`src/rtl/uart_rx_sampler_if.sv`:
```
// Receive-side handshake between the UART sampler and its consumer (FIFO/APB control).
`timescale 1ns/1ps
interface uart_rx_sampler_if;
   logic [7:0] rx_byte;
   logic       rx_ready;
   logic       parity_err;
   logic       framing_err;
   logic       overflow;
   logic       read_rx_byte;

   modport master (
      output rx_byte, rx_ready, parity_err, framing_err, overflow,
      input  read_rx_byte
   );

   modport slave (
      input  rx_byte, rx_ready, parity_err, framing_err, overflow,
      output read_rx_byte
   );
endinterface

```
`src/rtl/uart_rx_sampler.sv`:
```
// CoreUART receive stage: 16x oversampling, start-bit qualification, 7/8 data bits LSB first,
// optional parity, stop-bit check, and a one-deep output holding register with error flags.
`timescale 1ns/1ps
module uart_rx_sampler #(
   parameter int SYNC_RESET = 0
) (
   input  logic              clk,
   input  logic              aresetn,
   input  logic              baud_clock,
   input  logic              rx,
   input  logic              bit8,
   input  logic              parity_en,
   input  logic              odd_n_even,
   uart_rx_sampler_if.master rx_bus,
   output logic              rx_idle
);

   typedef enum logic [2:0] {S_IDLE, S_START, S_DATA, S_PARITY, S_STOP} state_t;

   state_t     state, state_n;
   logic [1:0] rst_q;
   logic       srst;
   logic       rx_s1, rx_s2;
   logic [2:0] filt;
   logic       rx_f;
   logic [3:0] samp_cnt;
   logic [2:0] bit_cnt;
   logic [2:0] last_bit;
   logic [7:0] shreg;
   logic [7:0] data_al;
   logic       armed, perr, done, stop_ok;
   logic       samp_clr, samp_inc, bit_clr, bit_inc, shift_en, par_cap, stop_cap, arm_set, arm_clr;

   // Synchronously released copy of aresetn; only used as an extra clear in sync mode.
   always_ff @(posedge clk or negedge aresetn) begin
      if (!aresetn) rst_q <= '0;
      else          rst_q <= {rst_q[0], 1'b1};
   end

   assign srst = (SYNC_RESET != 0) && !rst_q[1];

   // Two-flop synchroniser for rx, then a 3-sample filter advanced at the 16x rate.
   always_ff @(posedge clk or negedge aresetn) begin
      if (!aresetn) begin
         rx_s1 <= 1'b1;
         rx_s2 <= 1'b1;
         filt  <= '1;
      end else if (srst) begin
         rx_s1 <= 1'b1;
         rx_s2 <= 1'b1;
         filt  <= '1;
      end else begin
         rx_s1 <= rx;
         rx_s2 <= rx_s1;
         if (baud_clock) filt <= {filt[1:0], rx_s2};
      end
   end

   assign rx_f     = (filt[0] & filt[1]) | (filt[0] & filt[2]) | (filt[1] & filt[2]);
   assign last_bit = bit8 ? 3'd7 : 3'd6;
   // Seven-bit frames leave the data in shreg[7:1]; shift it down so bit 7 reads as zero.
   assign data_al  = bit8 ? shreg : {1'b0, shreg[7:1]};
   assign rx_idle  = (state == S_IDLE);

   // Frame state register.
   always_ff @(posedge clk or negedge aresetn) begin
      if (!aresetn)  state <= S_IDLE;
      else if (srst) state <= S_IDLE;
      else           state <= state_n;
   end

   // Next state and datapath strobes; everything advances only on a baud tick.
   always_comb begin
      state_n  = state;
      samp_clr = 1'b0;
      samp_inc = 1'b0;
      bit_clr  = 1'b0;
      bit_inc  = 1'b0;
      shift_en = 1'b0;
      par_cap  = 1'b0;
      stop_cap = 1'b0;
      arm_set  = 1'b0;
      arm_clr  = 1'b0;
      if (baud_clock) begin
         case (state)
            S_IDLE: begin
               if (rx_f) begin
                  arm_set = 1'b1;
               end else if (armed) begin
                  state_n  = S_START;
                  samp_clr = 1'b1;
               end
            end
            S_START: begin
               samp_inc = 1'b1;
               if (samp_cnt == 4'd7) begin
                  if (!rx_f) begin
                     state_n  = S_DATA;
                     samp_clr = 1'b1;
                     bit_clr  = 1'b1;
                  end else begin
                     state_n = S_IDLE;
                  end
               end
            end
            S_DATA: begin
               samp_inc = 1'b1;
               if (samp_cnt == 4'd15) begin
                  shift_en = 1'b1;
                  if (bit_cnt == last_bit) state_n = parity_en ? S_PARITY : S_STOP;
                  else                     bit_inc = 1'b1;
               end
            end
            S_PARITY: begin
               samp_inc = 1'b1;
               if (samp_cnt == 4'd15) begin
                  par_cap = 1'b1;
                  state_n = S_STOP;
               end
            end
            S_STOP: begin
               samp_inc = 1'b1;
               if (samp_cnt == 4'd15) begin
                  stop_cap = 1'b1;
                  state_n  = S_IDLE;
                  if (!rx_f) arm_clr = 1'b1;
               end
            end
            default: state_n = S_IDLE;
         endcase
      end
   end

   // Counters, shift register, arming, parity result and the completion strobe.
   always_ff @(posedge clk or negedge aresetn) begin
      if (!aresetn) begin
         samp_cnt <= '0;
         bit_cnt  <= '0;
         shreg    <= '0;
         armed    <= 1'b0;
         perr     <= 1'b0;
         done     <= 1'b0;
         stop_ok  <= 1'b0;
      end else if (srst) begin
         samp_cnt <= '0;
         bit_cnt  <= '0;
         shreg    <= '0;
         armed    <= 1'b0;
         perr     <= 1'b0;
         done     <= 1'b0;
         stop_ok  <= 1'b0;
      end else begin
         if (samp_clr)      samp_cnt <= '0;
         else if (samp_inc) samp_cnt <= samp_cnt + 4'd1;
         if (bit_clr)       bit_cnt <= '0;
         else if (bit_inc)  bit_cnt <= bit_cnt + 3'd1;
         if (shift_en)      shreg <= {rx_f, shreg[7:1]};
         if (arm_clr)       armed <= 1'b0;
         else if (arm_set)  armed <= 1'b1;
         if (par_cap)       perr <= (^data_al) ^ rx_f ^ odd_n_even;
         if (stop_cap)      stop_ok <= rx_f;
         done <= stop_cap;
      end
   end

   // Output holding register: load on completion unless still full, else flag overflow.
   always_ff @(posedge clk or negedge aresetn) begin
      if (!aresetn) begin
         rx_bus.rx_byte     <= '0;
         rx_bus.rx_ready    <= 1'b0;
         rx_bus.parity_err  <= 1'b0;
         rx_bus.framing_err <= 1'b0;
         rx_bus.overflow    <= 1'b0;
      end else if (srst) begin
         rx_bus.rx_byte     <= '0;
         rx_bus.rx_ready    <= 1'b0;
         rx_bus.parity_err  <= 1'b0;
         rx_bus.framing_err <= 1'b0;
         rx_bus.overflow    <= 1'b0;
      end else if (done) begin
         if (!rx_bus.rx_ready || rx_bus.read_rx_byte) begin
            rx_bus.rx_byte     <= data_al;
            rx_bus.parity_err  <= perr & parity_en;
            rx_bus.framing_err <= ~stop_ok;
            rx_bus.rx_ready    <= 1'b1;
            rx_bus.overflow    <= 1'b0;
         end else begin
            rx_bus.overflow <= 1'b1;
         end
      end else if (rx_bus.read_rx_byte && rx_bus.rx_ready) begin
         rx_bus.rx_ready    <= 1'b0;
         rx_bus.parity_err  <= 1'b0;
         rx_bus.framing_err <= 1'b0;
         rx_bus.overflow    <= 1'b0;
      end
   end

endmodule

```
`src/flat_wrapper.sv`:
```
// flat-port wrapper written by rule: the top's interface ports become plain ports
module uart_rx_sampler_flat 
#(
   parameter int SYNC_RESET = 0
)
  (clk, aresetn, baud_clock, rx, bit8, parity_en, odd_n_even, rx_idle, rx_bus_rx_byte, rx_bus_rx_ready, rx_bus_parity_err, rx_bus_framing_err, rx_bus_overflow, rx_bus_read_rx_byte);
  uart_rx_sampler_if rx_bus_i ();
  input  logic clk;
  input  logic aresetn;
  input  logic baud_clock;
  input  logic rx;
  input  logic bit8;
  input  logic parity_en;
  input  logic odd_n_even;
  output logic rx_idle;
  output wire logic [$bits(rx_bus_i.rx_byte)-1:0] rx_bus_rx_byte;
  output wire logic [$bits(rx_bus_i.rx_ready)-1:0] rx_bus_rx_ready;
  output wire logic [$bits(rx_bus_i.parity_err)-1:0] rx_bus_parity_err;
  output wire logic [$bits(rx_bus_i.framing_err)-1:0] rx_bus_framing_err;
  output wire logic [$bits(rx_bus_i.overflow)-1:0] rx_bus_overflow;
  input wire logic [$bits(rx_bus_i.read_rx_byte)-1:0] rx_bus_read_rx_byte;
  assign rx_bus_rx_byte = rx_bus_i.rx_byte;
  assign rx_bus_rx_ready = rx_bus_i.rx_ready;
  assign rx_bus_parity_err = rx_bus_i.parity_err;
  assign rx_bus_framing_err = rx_bus_i.framing_err;
  assign rx_bus_overflow = rx_bus_i.overflow;
  assign rx_bus_i.read_rx_byte = rx_bus_read_rx_byte;
  uart_rx_sampler #(.SYNC_RESET(SYNC_RESET)) u_core (.clk(clk), .aresetn(aresetn), .baud_clock(baud_clock), .rx(rx), .bit8(bit8), .parity_en(parity_en), .odd_n_even(odd_n_even), .rx_bus(rx_bus_i), .rx_idle(rx_idle));
endmodule
```
`config.mk`:
```
export PLATFORM = sky130hd
export DESIGN_NAME = uart_rx_sampler_flat
export DESIGN_NICKNAME = d
export VERILOG_FILES = /design/src/rtl/uart_rx_sampler_if.sv /design/src/rtl/uart_rx_sampler.sv /design/src/flat_wrapper.sv
export SDC_FILE = /design/constraint.sdc
export NUM_CORES = 1
export LEC_CHECK = 0
export BUFFER_PORTS_ARGS = -buffer_cell sky130_fd_sc_hd__buf_2
export CORE_MARGIN = 2
export CORE_UTILIZATION = 60
export CTS_BUF_LIST = sky130_fd_sc_hd__clkbuf_16
export CTS_CLUSTER_DIAMETER = 120
export CTS_CLUSTER_SIZE = 28
export DETAILED_ROUTE_END_ITERATION = 8
export PLACE_DENSITY = 0.9
export REMOVE_ABC_BUFFERS = 1
export SLEW_MARGIN = 30
export SYNTH_ARGS = -nofsm -noshare
export SYNTH_HDL_FRONTEND = slang
export SYNTH_SLANG_ARGS = --single-unit
```
`constraint.sdc`:
```
create_clock -name clk -period 4.9 [get_ports clk]
set_input_delay 0.735 -clock clk [delete_from_list [all_inputs] [get_ports clk]]
set_output_delay 0.735 -clock clk [all_outputs]
set_load 0.03 [all_outputs]
```
## Word level (Yosys, flattened, before mapping)

Cells that the tools add are included.

| cells by class | value |
|---|---|
| equal/unequal tests | 15 |
| reduce and logical (&&, ||, !) cells | 13 |
| multiplexer cells | 54 |
| add/sub/neg operators | 2 |
| bitwise gates (word level) | 9 |

Operator list:

| operator | number |
|---|---|
| $mux W1 | 38 |
| $mux W3 | 10 |
| $pmux W3 S5 | 1 |
| $ne A2 B1 Y1 const B | 6 |
| $mux W4 | 2 |
| $mux W8 | 1 |
| $reduce_and A8 Y1 | 1 |
| $reduce_bool A2 Y1 | 4 |
| $reduce_xor A8 Y1 | 1 |
| $eq A3 B2 Y1 const B | 2 |
| $add A4 B1 Y4 const B | 1 |
| $and A1 B1 Y1 | 4 |
| $eq A4 B3 Y1 const B | 1 |
| $eq A4 B4 Y1 const B | 1 |
| $ne A2 B2 Y1 const B | 2 |
| $reduce_and A2 Y1 | 2 |
| $reduce_or A4 Y1 | 1 |
| $add A3 B1 Y3 const B | 1 |
| $eq A3 B1 Y1 const B | 1 |
| $eq A3 B3 Y1 | 1 |
| $eq A3 B3 Y1 const B | 1 |
| $logic_not A3 Y1 | 1 |
| $mux W2 | 1 |
| $or A1 B1 Y1 | 2 |
| other kinds (6) | 7 |

| storage, ports and cells | value |
|---|---|
| flip-flop bits (word level) | 39 |
| word-level logic and storage cells | 109 |
| output and inout port bits | 13 |

## Longest topological paths before layout

Gate-level depths: netlist of the first run.

| depth | value |
|---|---|
| depth after elaboration | 8 |
| depth in mapped cells | 6 |
| mapped depth without buffers | 5 |

## Worst setup path before layout of the first run

OpenSTA, ideal clock, no wires.

| path | value |
|---|---|
| path kind | register to output |
| start point | register u_core.state[0] |
| end point | output port rx_idle |
| path slack | 2.865 ns |
| stages on the path, launching flop included | 3 |
| arrival | 1.300 ns |
| cell sequence | dfrtp_1 > clkbuf_1 > nor3_1 |

| on the way | value |
|---|---|
| longest elaborated chain between the ends | 1 |

RTL lines:

| what | line | source |
|---|---|---|
| start: declaration | uart_rx_sampler.sv:20 | `state_t state, state_n;` |
| start signal: assignment | uart_rx_sampler.sv:69 | `else state <= state_n;` |
| $logic_not A3 Y1 | uart_rx_sampler.sv:63 | `assign rx_idle = (state == S_IDLE);` |
| end: declaration | flat_wrapper.sv:15 | `output logic rx_idle;` |

Every way passes these cells.

## Final worst setup path of the first run

Same ends and word-level chain as after synthesis.

==> flow_metrics.env, run 1 <==
export IMPL_dr_pass1_iters=4
export IMPL_initial_utilization_pct=63.4
export IMPL_dpl_hpwl_mm=2.33
export IMPL_r2r_end="u_core.state[2]"
export IMPL_totalWireLength_mm=3.36
export IMPL_syn_area_per_cell_um2=11.3
export IMPL_cts_buffers=5
export IMPL_maxCapViolCount=0
export IMPL_tns_ns=0
export IMPL_syn2layout_area_growth_pct=12.9
export IMPL_hold_viol_final=0
export IMPL_vias=1332
export IMPL_cts_root_buffer="clkbuf_16"
export IMPL_htree_num_levels=2
export IMPL_drcViolationCount=0
export IMPL_antenna_found_initial=0
export IMPL_relSlewSlack_pct=44.2
export IMPL_min_path_cells=0
export IMPL_setup_worst_path_start="u_core.state[0]"
export IMPL_clock_fmax_mhz=505
export IMPL_overflow=0
export IMPL_slew_violations=0
export IMPL_synth_edff_count=0
export IMPL_arrival_ns=1.24
export IMPL_postCtsSetupBuffers=0
export IMPL_ir_drop_mv=0.247
export IMPL_clk_path_buf_depth=2
export IMPL_synthFlopType="dfrtp_1"
export IMPL_finalCriticalPeriod_ns=1.98
export IMPL_rsz0062_at_grt="no"
export IMPL_num_nets_final=201
export IMPL_worstPathRequired_ns=4.16
export IMPL_grt_use_total_pct=21.6
export IMPL_ant_nets=0
export IMPL_postSynth_asyncResetShare_pct=100
export IMPL_synth_cells=172
export IMPL_dieArea_um2=3700
export IMPL_grt_pass1_vias=1306
export IMPL_worst_pin_slew_ns=0.837
export IMPL_fp_dieW_um=60.8
export IMPL_holdBufCountCts=0
export IMPL_syn_area_um2=1940
export IMPL_crit_path_end_kind="output pin"
export IMPL_crit_fanout=14
export IMPL_path_class="reg2out"
export IMPL_dieHeight_um=60.8
export IMPL_pin_count=21
export IMPL_outcome="complete, no violations"
export IMPL_start_kind="register"
export IMPL_hp_class="reg2reg"
export IMPL_nFillCells=220
export IMPL_path_clk_slew_ns=0.05
export IMPL_skew_ns=0.00661
export IMPL_core_area_um2=3050
export IMPL_grt_pass1_wl_mm=5.67
export IMPL_wl_per_cell_um=14.3
export IMPL_gp_congestion=0.792
export IMPL_rrSetupSlack_ns=3.07
export IMPL_grt_max_degree=40
export IMPL_ff2ff_path_depth=4
export IMPL_worstSetupEndpoint="rx_idle"
export IMPL_yosys_warnings=0
export IMPL_powerDensity_nw_per_um2=415
export IMPL_diodes=0
export IMPL_yosys_register_bits=39
export IMPL_min_period_over_period_pct=40.4
export IMPL_drive_above_1_share_pct=24.5
export IMPL_cts_repair_resized=0
export IMPL_io_buffer_count=20
export IMPL_avgViaCountPerCell=5.64
export IMPL_r2r_start="u_core.state[2]"
export IMPL_drt_iter0_drc=50
export IMPL_seq_area_frac_synth_pct=50.7
export IMPL_synth_cell_types=45
export IMPL_place_ws_ns=2.74
export IMPL_clock_latency_ns=0.28
export IMPL_rows=20
export IMPL_cts_sinks=39
export IMPL_setup_ws_ns=2.92
export IMPL_setup_viol=0
export IMPL_cts_tree="built"
export IMPL_leakagePower_nw=1.07
==> stage by stage <==
step / area, µm² / power, mW / std cells / util [%] / hold WS (ns)
after detailed placement: 2050 / 0.609 / 228 / 67.1 / 0.349
after floorplan: 1890 / 0.558 / 164 / - / 0.345
after global routing: 2190 / 0.955 / 236 / 71.6 / 0.364
after CTS: 2190 / 0.915 / 236 / 71.6 / 0.360
after global placement: 2050 / 0.592 / 228 / 67.1 / 0.350
final: 2190 / 0.906 / 236 / 71.6 / 0.358
==> report_power, final <==
part / switching (mW) / leakage (nW) / internal [mW] / total, mW
registers: 0.0476 / 0.498 / 0.370 / 0.418
clock network: 0.119 / 0.0762 / 0.184 / 0.302
logic: 0.0851 / 0.494 / 0.101 / 0.186
==> registers in the layout, summed over array words and instances (netlist names) <==
register                   count
u_core.bit_cnt                 3
u_core.rx_bus.rx_ready         1
u_core.shreg                   8
u_core.rx_bus.rx_byte          8
u_core.rx_s1                   1
u_core.rx_s2                   1
u_core.done                    1
u_core.samp_cnt                4
u_core.stop_ok                 1
u_core.armed                   1
u_core.state                   3
u_core.perr                    1
u_core.rx_bus.framing_err      1
u_core.rx_bus.parity_err       1
u_core.rx_bus.overflow         1
u_core.filt                    3
==> cell type report <==
class	instances	area, µm²	share of cell area [%]
timing repair buffer	20	100	4.58
inverter	6	22.5	1.03
clock buffer	5	125	5.72
tap	44	55.1	2.52
sequential	39	982	44.9
clock inverter	3	12.5	0.572
multi-input combinational	119	888	40.6
==> how the worst min path moves through the flow <==
stage | from | to | slack (ns)
finish | u_core.rx_s1 | u_core.rx_s2 | 0.36
global route | u_core.rx_s1 | u_core.rx_s2 | 0.36
CTS | u_core.rx_s1 | u_core.rx_s2 | 0.36
detailed placement | u_core.rx_s1 | u_core.rx_s2 | 0.35
global placement | u_core.rx_s1 | u_core.rx_s2 | 0.35
floorplan | u_core.rx_s1 | u_core.rx_s2 | 0.35
==> cell families (layout without fill, tap and decap cells) <==
| group | count (synthesis) | after routing | share of synthesized area (%) |
|---|---|---|---|
| xor+xnor | 12 | 12 | 7.30 |
| mux | 24 | 24 | 13.4 |
| buf+inv | 14 | 34 | 3.36 |
| flops | 39 | 39 | 50.7 |
| fa+ha+maj | 3 | 3 | 1.87 |
| compound gates | 31 | 31 | 10.3 |
| simple gates | 49 | 49 | 13.1 |
==> worst max-delay path, cell delays in order (launching register included) <==
cell	delay, ns
dfrtp_1	0.52
nor3_1	0.22
buf_2	0.22
==> per-layer routing <==
layer / share of wire, % / global-route usage (%) / wire (µm)
met2: 51 / 37.2 / 1730
met5: 0 / 0 / 0
met3: 3.9 / 7.25 / 132
met1: 43 / 24.3 / 1450
met4: 1.5 / 9.32 / 52
==> cell usage after synthesis (all sizes together) (3+ instances only) <==
master,instances,share of area (%)
inv,6,1.2
dfrtp,34,44
mux2i,9,4.7
o21ai,7,1.8
a21oi,10,2.6
dfstp,5,6.8
nor3,3,0.78
buf,6,1.8
xor2,5,2.3
o211ai,4,1.6
mux2,15,8.7
nand2,9,1.9
nor2,17,3.3
xnor2,5,2.7
nand3,3,0.78
nor2b,3,0.97
nand2b,4,1.3
==> layout by cell type, fill, tap and decap left out, types with 3 or more instances in the layout <==
cell type / n
nand2_1: 8
a21oi_1: 10
nor2b_1: 3
xnor2_1: 4
o211ai_1: 4
nand2b_1: 4
dfrtp_1: 34
nand3_1: 3
mux2i_1: 9
clkbuf_16: 5
o21ai_0: 4
xor2_1: 5
dfstp_2: 5
o21ai_1: 3
inv_1: 7
nor2_1: 17
buf_2: 20
nor3_1: 3
mux2_2: 10
mux2_1: 5
No activity file was read; power rests on OpenSTA's default activity.
==> run 2, diff against run 1 <==
Settings changed: CORE_UTILIZATION 60 to 52, PLACE_DENSITY 0.9 to 0.84.
Clock period 4.9 ns to 1.64 ns, I/O delays scaled along.
==> flow_metrics.env, run 2 (synthesis results as in run 1) <==
export IMPL_outcome="complete, no violations"
export IMPL_dieHeight_um=65.0
export IMPL_arrival_ns=1.34
export IMPL_rsz0062_at_grt="yes"
export IMPL_grt_use_total_pct=19.1
export IMPL_worst_pin_slew_ns=0.570
export IMPL_start_kind="register"
export IMPL_hold_viol_final=0
export IMPL_place_area_um2=2140
export IMPL_htree_num_levels=2
export IMPL_cp_cell_sequence="buf_4 > nor3_1 > buf_4"
export IMPL_setup_viol=0
export IMPL_skew_ns=0.00631
export IMPL_grt_max_degree=40
export IMPL_rows=22
export IMPL_grt_pass1_vias=1335
export IMPL_pin_count=21
export IMPL_clock_fmax_mhz=632
export IMPL_stdcell_count=250
export IMPL_overflow=0
export IMPL_clock_latency_ns=0.29
export IMPL_path_clk_slew_ns=0.06
export IMPL_dp_cells=242
export IMPL_tns_ns=0
export IMPL_powerDensity_nw_per_um2=1180
export IMPL_gp_congestion=0.875
export IMPL_fin_area_um2=2340
export IMPL_min_period_over_period_pct=96.5
export IMPL_relSlewSlack_pct=62.0
export IMPL_wl_per_cell_um=14.2
export IMPL_top_regs="u_core.rx_bus.rx_byte x8, u_core.shreg x8, u_core.samp_cnt x4"
export IMPL_r2r_start="u_core.state[2]"
export IMPL_totalWireLength_mm=3.56
export IMPL_maxCapViolCount=0
export IMPL_drt_iter0_drc=107
export IMPL_crit_fanout=7
export IMPL_cts_sinks=39
export IMPL_antenna_found_initial=0
export IMPL_cp_slowest_stage_delay_ns=0.44
export IMPL_mostFrequentLayoutCells="34 x dfrtp_1, 19 x buf_2, 17 x nor2_1, 10 x mux2_2"
export IMPL_num_nets_final=212
export IMPL_core_area_um2=3610
export IMPL_totalPowerFinal_mw=2.77
export IMPL_dieArea_um2=4230
export IMPL_io_buffer_count=20
export IMPL_fp_dieW_um=65.0
export IMPL_ir_drop_mv=0.623
export IMPL_avgViaCountPerCell=5.43
export IMPL_grt_use_met3_pct=3.65
export IMPL_syn2layout_area_growth_pct=20.8
export IMPL_min_path_cells=1
export IMPL_use_met1_pct=24.3
export IMPL_met2_usage_pct=30.8
export IMPL_postCtsSetupBuffers=0
export IMPL_dr_pass1_iters=4
export IMPL_diodes=0
export IMPL_dpl_hpwl_mm=2.51
export IMPL_grt_pass1_wl_mm=6.09
export IMPL_ant_nets=0
export IMPL_clk_path_buf_depth=2
export IMPL_crit_top_cell="buf_4"
export IMPL_vias=1358
export IMPL_leakagePower_nw=1.13
export IMPL_final_common_cell="dfrtp_1"
export IMPL_crit_path_top_delay_cell="dfrtp_1"
export IMPL_crit_path_end_kind="output pin"
export IMPL_r2r_end="u_core.state[2]"
export IMPL_hp_start="rx"
export IMPL_path_class="reg2out"
export IMPL_ff2ff_path_depth=4
export IMPL_cts_buffers=5
export IMPL_grt_busiest_layer="met2"
export IMPL_worstPathRequired_ns=1.39
export IMPL_drcViolationCount=0
export IMPL_finalCriticalPeriod_ns=1.58
export IMPL_hp_class="in2reg"
export IMPL_slew_violations=0
export IMPL_cts_root_buffer="clkbuf_16"
export IMPL_cts_tree="built"
export IMPL_drive_above_1_share_pct=32.2
export IMPL_whs_endpoint="u_core.rx_s1"
export IMPL_initial_utilization_pct=53.7
export IMPL_rrSetupSlack_ns=0.06
-- run 2: changes by cell type in the layout (fill, tap and decap cells not counted), moves of 2 or more --
cell,before,now
a21oi_1,10,8
a21oi_2,0,2
buf_4,0,9
inv_1,7,5
-- run 2: routing by layer --
layer | routed length, µm | vias up
met1 | 1620 | 660
met4 | 89 | 0
li1 | - | 663
met5 | 0 | -
met2 | 1730 | 27
met3 | 124 | 8
-- run 2: power by group --
group          total (mW)  switching, mW  internal (mW)  leakage (nW)
combinational       0.614          0.270          0.344         0.569
clock               0.909          0.364          0.546        0.0671
sequential           1.24          0.137           1.11         0.498
-- run 2: metrics by stage --
stage	utilization [%]	hold WS, ns	worst slack [ns]
5_1_grt	64.9	0.0533	-0.0240
3_5_place_dp	59.4	0.231	-0.0132
2_1_floorplan	-	-0.0496	0.0139
4_1_cts	63.4	0.0574	-0.00164
6_report	64.9	0.0608	0.0576
3_3_place_gp	59.4	0.230	0.0211
-- run 2: layout make-up --
cell class              count  area, µm²
fillers                   275       1270
flip-flops and latches     39        982
multi-input cells         119        936
repair buffers             31        204
clock buffers               5        125
well taps                  48       60.1
inverters                   6       22.5
clock inverters             2       8.76
-- run 2: what timing repair did --
item / in CTS / in global routing
cloned: 0 / 0
resized for setup: 1 / 12
setup endpoints to repair: 3 / 15
pin swaps: 1 / 3
endpoints found under the hold margin: 34 / 0
hold buffers: 1 / 0
-- run 2: how the worst max path moves through the flow --
stage / start / to / slack [ns]
3_5_place_dp: u_core.state[2] / u_core.state[0] / -0.01
3_3_place_gp: u_core.filt[2] / u_core.state[1] / 0.02
4_1_cts: u_core.state[2] / u_core.state[2] / -0.002
5_1_grt: u_core.state[0] / rx_idle / -0.02
6_report: u_core.state[1] / rx_idle / 0.06
2_1_floorplan: u_core.filt[2] / u_core.perr / 0.01
-- run 2: critical path, delay by kind of cell (launching register included) --
family	cells	cell delay (ns)
flip-flops	1	0.44
AND/OR/NAND/NOR	1	0.22
buffers and inverters	2	0.39
==> run 3, diff against run 2 <==
Settings changed: CORE_UTILIZATION 52 to 54, CTS_BUF_LIST sky130_fd_sc_hd__clkbuf_16 to sky130_fd_sc_hd__clkbuf_4, PLACE_DENSITY 0.84 to 0.86.
==> flow_metrics.env, run 3 (synthesis results as in run 1) <==
export IMPL_outcome="finished, violations left"
export IMPL_violations="setup timing"
export IMPL_mostFrequentLayoutCells="32 x dfrtp_1, 19 x buf_2, 17 x nor2_1, 13 x buf_4, 10 x mux2_2"
export IMPL_dr_pass1_iters=4
export IMPL_gp_congestion=0.858
export IMPL_p_comb_share_pct=26.5
export IMPL_worstPathRequired_ns=1.87
export IMPL_rows=21
export IMPL_fp_dieW_um=63.9
export IMPL_cts_buffers=5
export IMPL_totalWireLength_mm=3.93
export IMPL_crit_fanout=3
export IMPL_cp_cell_sequence="ha_2 > buf_6 > nand2_4 > o211ai_1 > nand3_2 > mux2_4"
export IMPL_cts_root_buffer="clkbuf_4"
export IMPL_antenna_found_initial=0
export IMPL_dieHeight_um=63.9
export IMPL_drt_iter0_drc=77
export IMPL_place_area_um2=2150
export IMPL_grt_pass1_wl_mm=6.51
export IMPL_ir_drop_mv=0.758
export IMPL_clock_latency_ns=0.34
export IMPL_final_common_cell="dfrtp_1"
export IMPL_p_switching_uw=784
export IMPL_avgViaCountPerCell=5.60
export IMPL_internal_power_mw=2.02
export IMPL_grt_max_degree=21
export IMPL_top_regs="u_core.rx_bus.rx_byte x8, u_core.shreg x8, u_core.samp_cnt x4"
export IMPL_path_class="reg2reg"
export IMPL_arrival_ns=1.88
export IMPL_cp_slowest_stage_delay_ns=0.39
export IMPL_switching_share_pct=28.0
export IMPL_path_clk_slew_ns=0.12
export IMPL_stdcell_count=255
export IMPL_hp_class="in2reg"
export IMPL_leakagePower_nw=1.16
export IMPL_powerDensity_nw_per_um2=1180
export IMPL_cts_tree="built"
export IMPL_dp_cells=242
export IMPL_worst_pin_slew_ns=0.547
export IMPL_syn2layout_area_growth_pct=22.6
export IMPL_slew_violations=0
export IMPL_relSlewSlack_pct=63.5
export IMPL_drcViolationCount=0
export IMPL_setup_ws_ns=-0.00515
export IMPL_place_ws_ns=-0.0201
export IMPL_fin_area_um2=2370
export IMPL_crit_path_end_kind="register"
export IMPL_diodes=0
export IMPL_hold_viol_final=0
export IMPL_vias=1428
export IMPL_clk_path_buf_depth=2
export IMPL_maxCapViolCount=0
export IMPL_drive_above_1_share_pct=36.8
export IMPL_dieArea_um2=4080
export IMPL_ant_nets=0
export IMPL_crit_path_top_delay_cell="dfrtp_1"
export IMPL_totalPowerFinal_mw=2.80
export IMPL_grt_use_total_pct=20.8
export IMPL_num_nets_final=218
export IMPL_dpl_hpwl_mm=2.68
export IMPL_whs_ns=0.120
export IMPL_min_period_over_period_pct=100
export IMPL_seq_power_share_pct=44.7
export IMPL_wl_per_cell_um=15.4
export IMPL_setup_viol=3
export IMPL_grt_pass1_vias=1453
export IMPL_pwr_share_clk_pct=28.8
export IMPL_cts_sinks=39
export IMPL_clock_fmax_mhz=608
export IMPL_rsz0062_at_grt="yes"
export IMPL_overflow=0
export IMPL_finalCriticalPeriod_ns=1.65
export IMPL_io_buffer_count=20
export IMPL_skew_ns=0.0150
export IMPL_pin_count=21
export IMPL_initial_utilization_pct=57.1
export IMPL_core_area_um2=3390
export IMPL_start_kind="register"
export IMPL_htree_num_levels=2
run 3: final cells by class:
cell class | count | area, µm²
fillers | 245 | 1020
inverters | 6 | 22.5
repair buffers | 37 | 255
well taps | 46 | 57.6
clock buffers | 6 | 45.0
flip-flops and latches | 39 | 985
clock inverters | 2 | 60.1
multi-input cells | 119 | 948
run 3: worst max-delay path: cells and delay by family, from the launching register on:
| kind | cells | cell delay [ns] |
|---|---|---|
| compound gates | 1 | 0.28 |
| fa+ha+maj | 1 | 0.21 |
| buf+inv | 1 | 0.11 |
| flops | 1 | 0.39 |
| mux | 1 | 0.33 |
| simple gates | 2 | 0.22 |
run 3: per-layer routing:
layer	GRT usage [%]	wire, µm
met3	5.81	132
met5	0	0
met1	25.1	1670
met4	8.97	40
met2	34.8	2080
run 3: stage by stage:
| step | util [%] | setup TNS (ns) |
|---|---|---|
| after floorplan | - | 0 |
| after global placement | 63.5 | 0 |
| after detailed placement | 63.5 | -0.0201 |
| after CTS | 67.5 | -0.0180 |
| after global routing | 70.0 | -0.336 |
| final | 70.0 | -0.00870 |
run 3: path summary, 6_finish.rpt:
kind / startpoint / end / slack [ns] / cells past startpoint
max: u_core.samp_cnt[1] / u_core.state[2] / -0.005 / 6
min: rx_bus_read_rx_byte / u_core.rx_bus.framing_err / 0.12 / 3
max reg2reg: u_core.samp_cnt[1] / u_core.state[2] / -0.005 / 6
min reg2reg: u_core.rx_s1 / u_core.rx_s2 / 0.36 / 0
max in group asynchronous: aresetn / u_core.perr / 0.78 / 3
min in group asynchronous: aresetn / u_core.rx_bus.rx_byte[0] / 0.37 / 2
run 3: power groups by stage:
stage,Clock [mW],Sequential [mW],Combinational [mW]
2_1_floorplan,0,1.23,0.435
5_1_grt,0.862,1.27,0.812
3_3_place_gp,0,1.24,0.600
4_1_cts,0.816,1.24,0.660
3_5_place_dp,0,1.26,0.638
6_report,0.806,1.25,0.742
run 3: timing repair:
action                                  in CTS  in global routing
endpoints found under the setup margin       5                 14
endpoints found under the hold margin       15                  0
gates cloned                                 0                  0
pin swaps                                    1                  3
setup buffers                                0                  3
hold buffers                                 2                  0
resized for setup                            3                 15
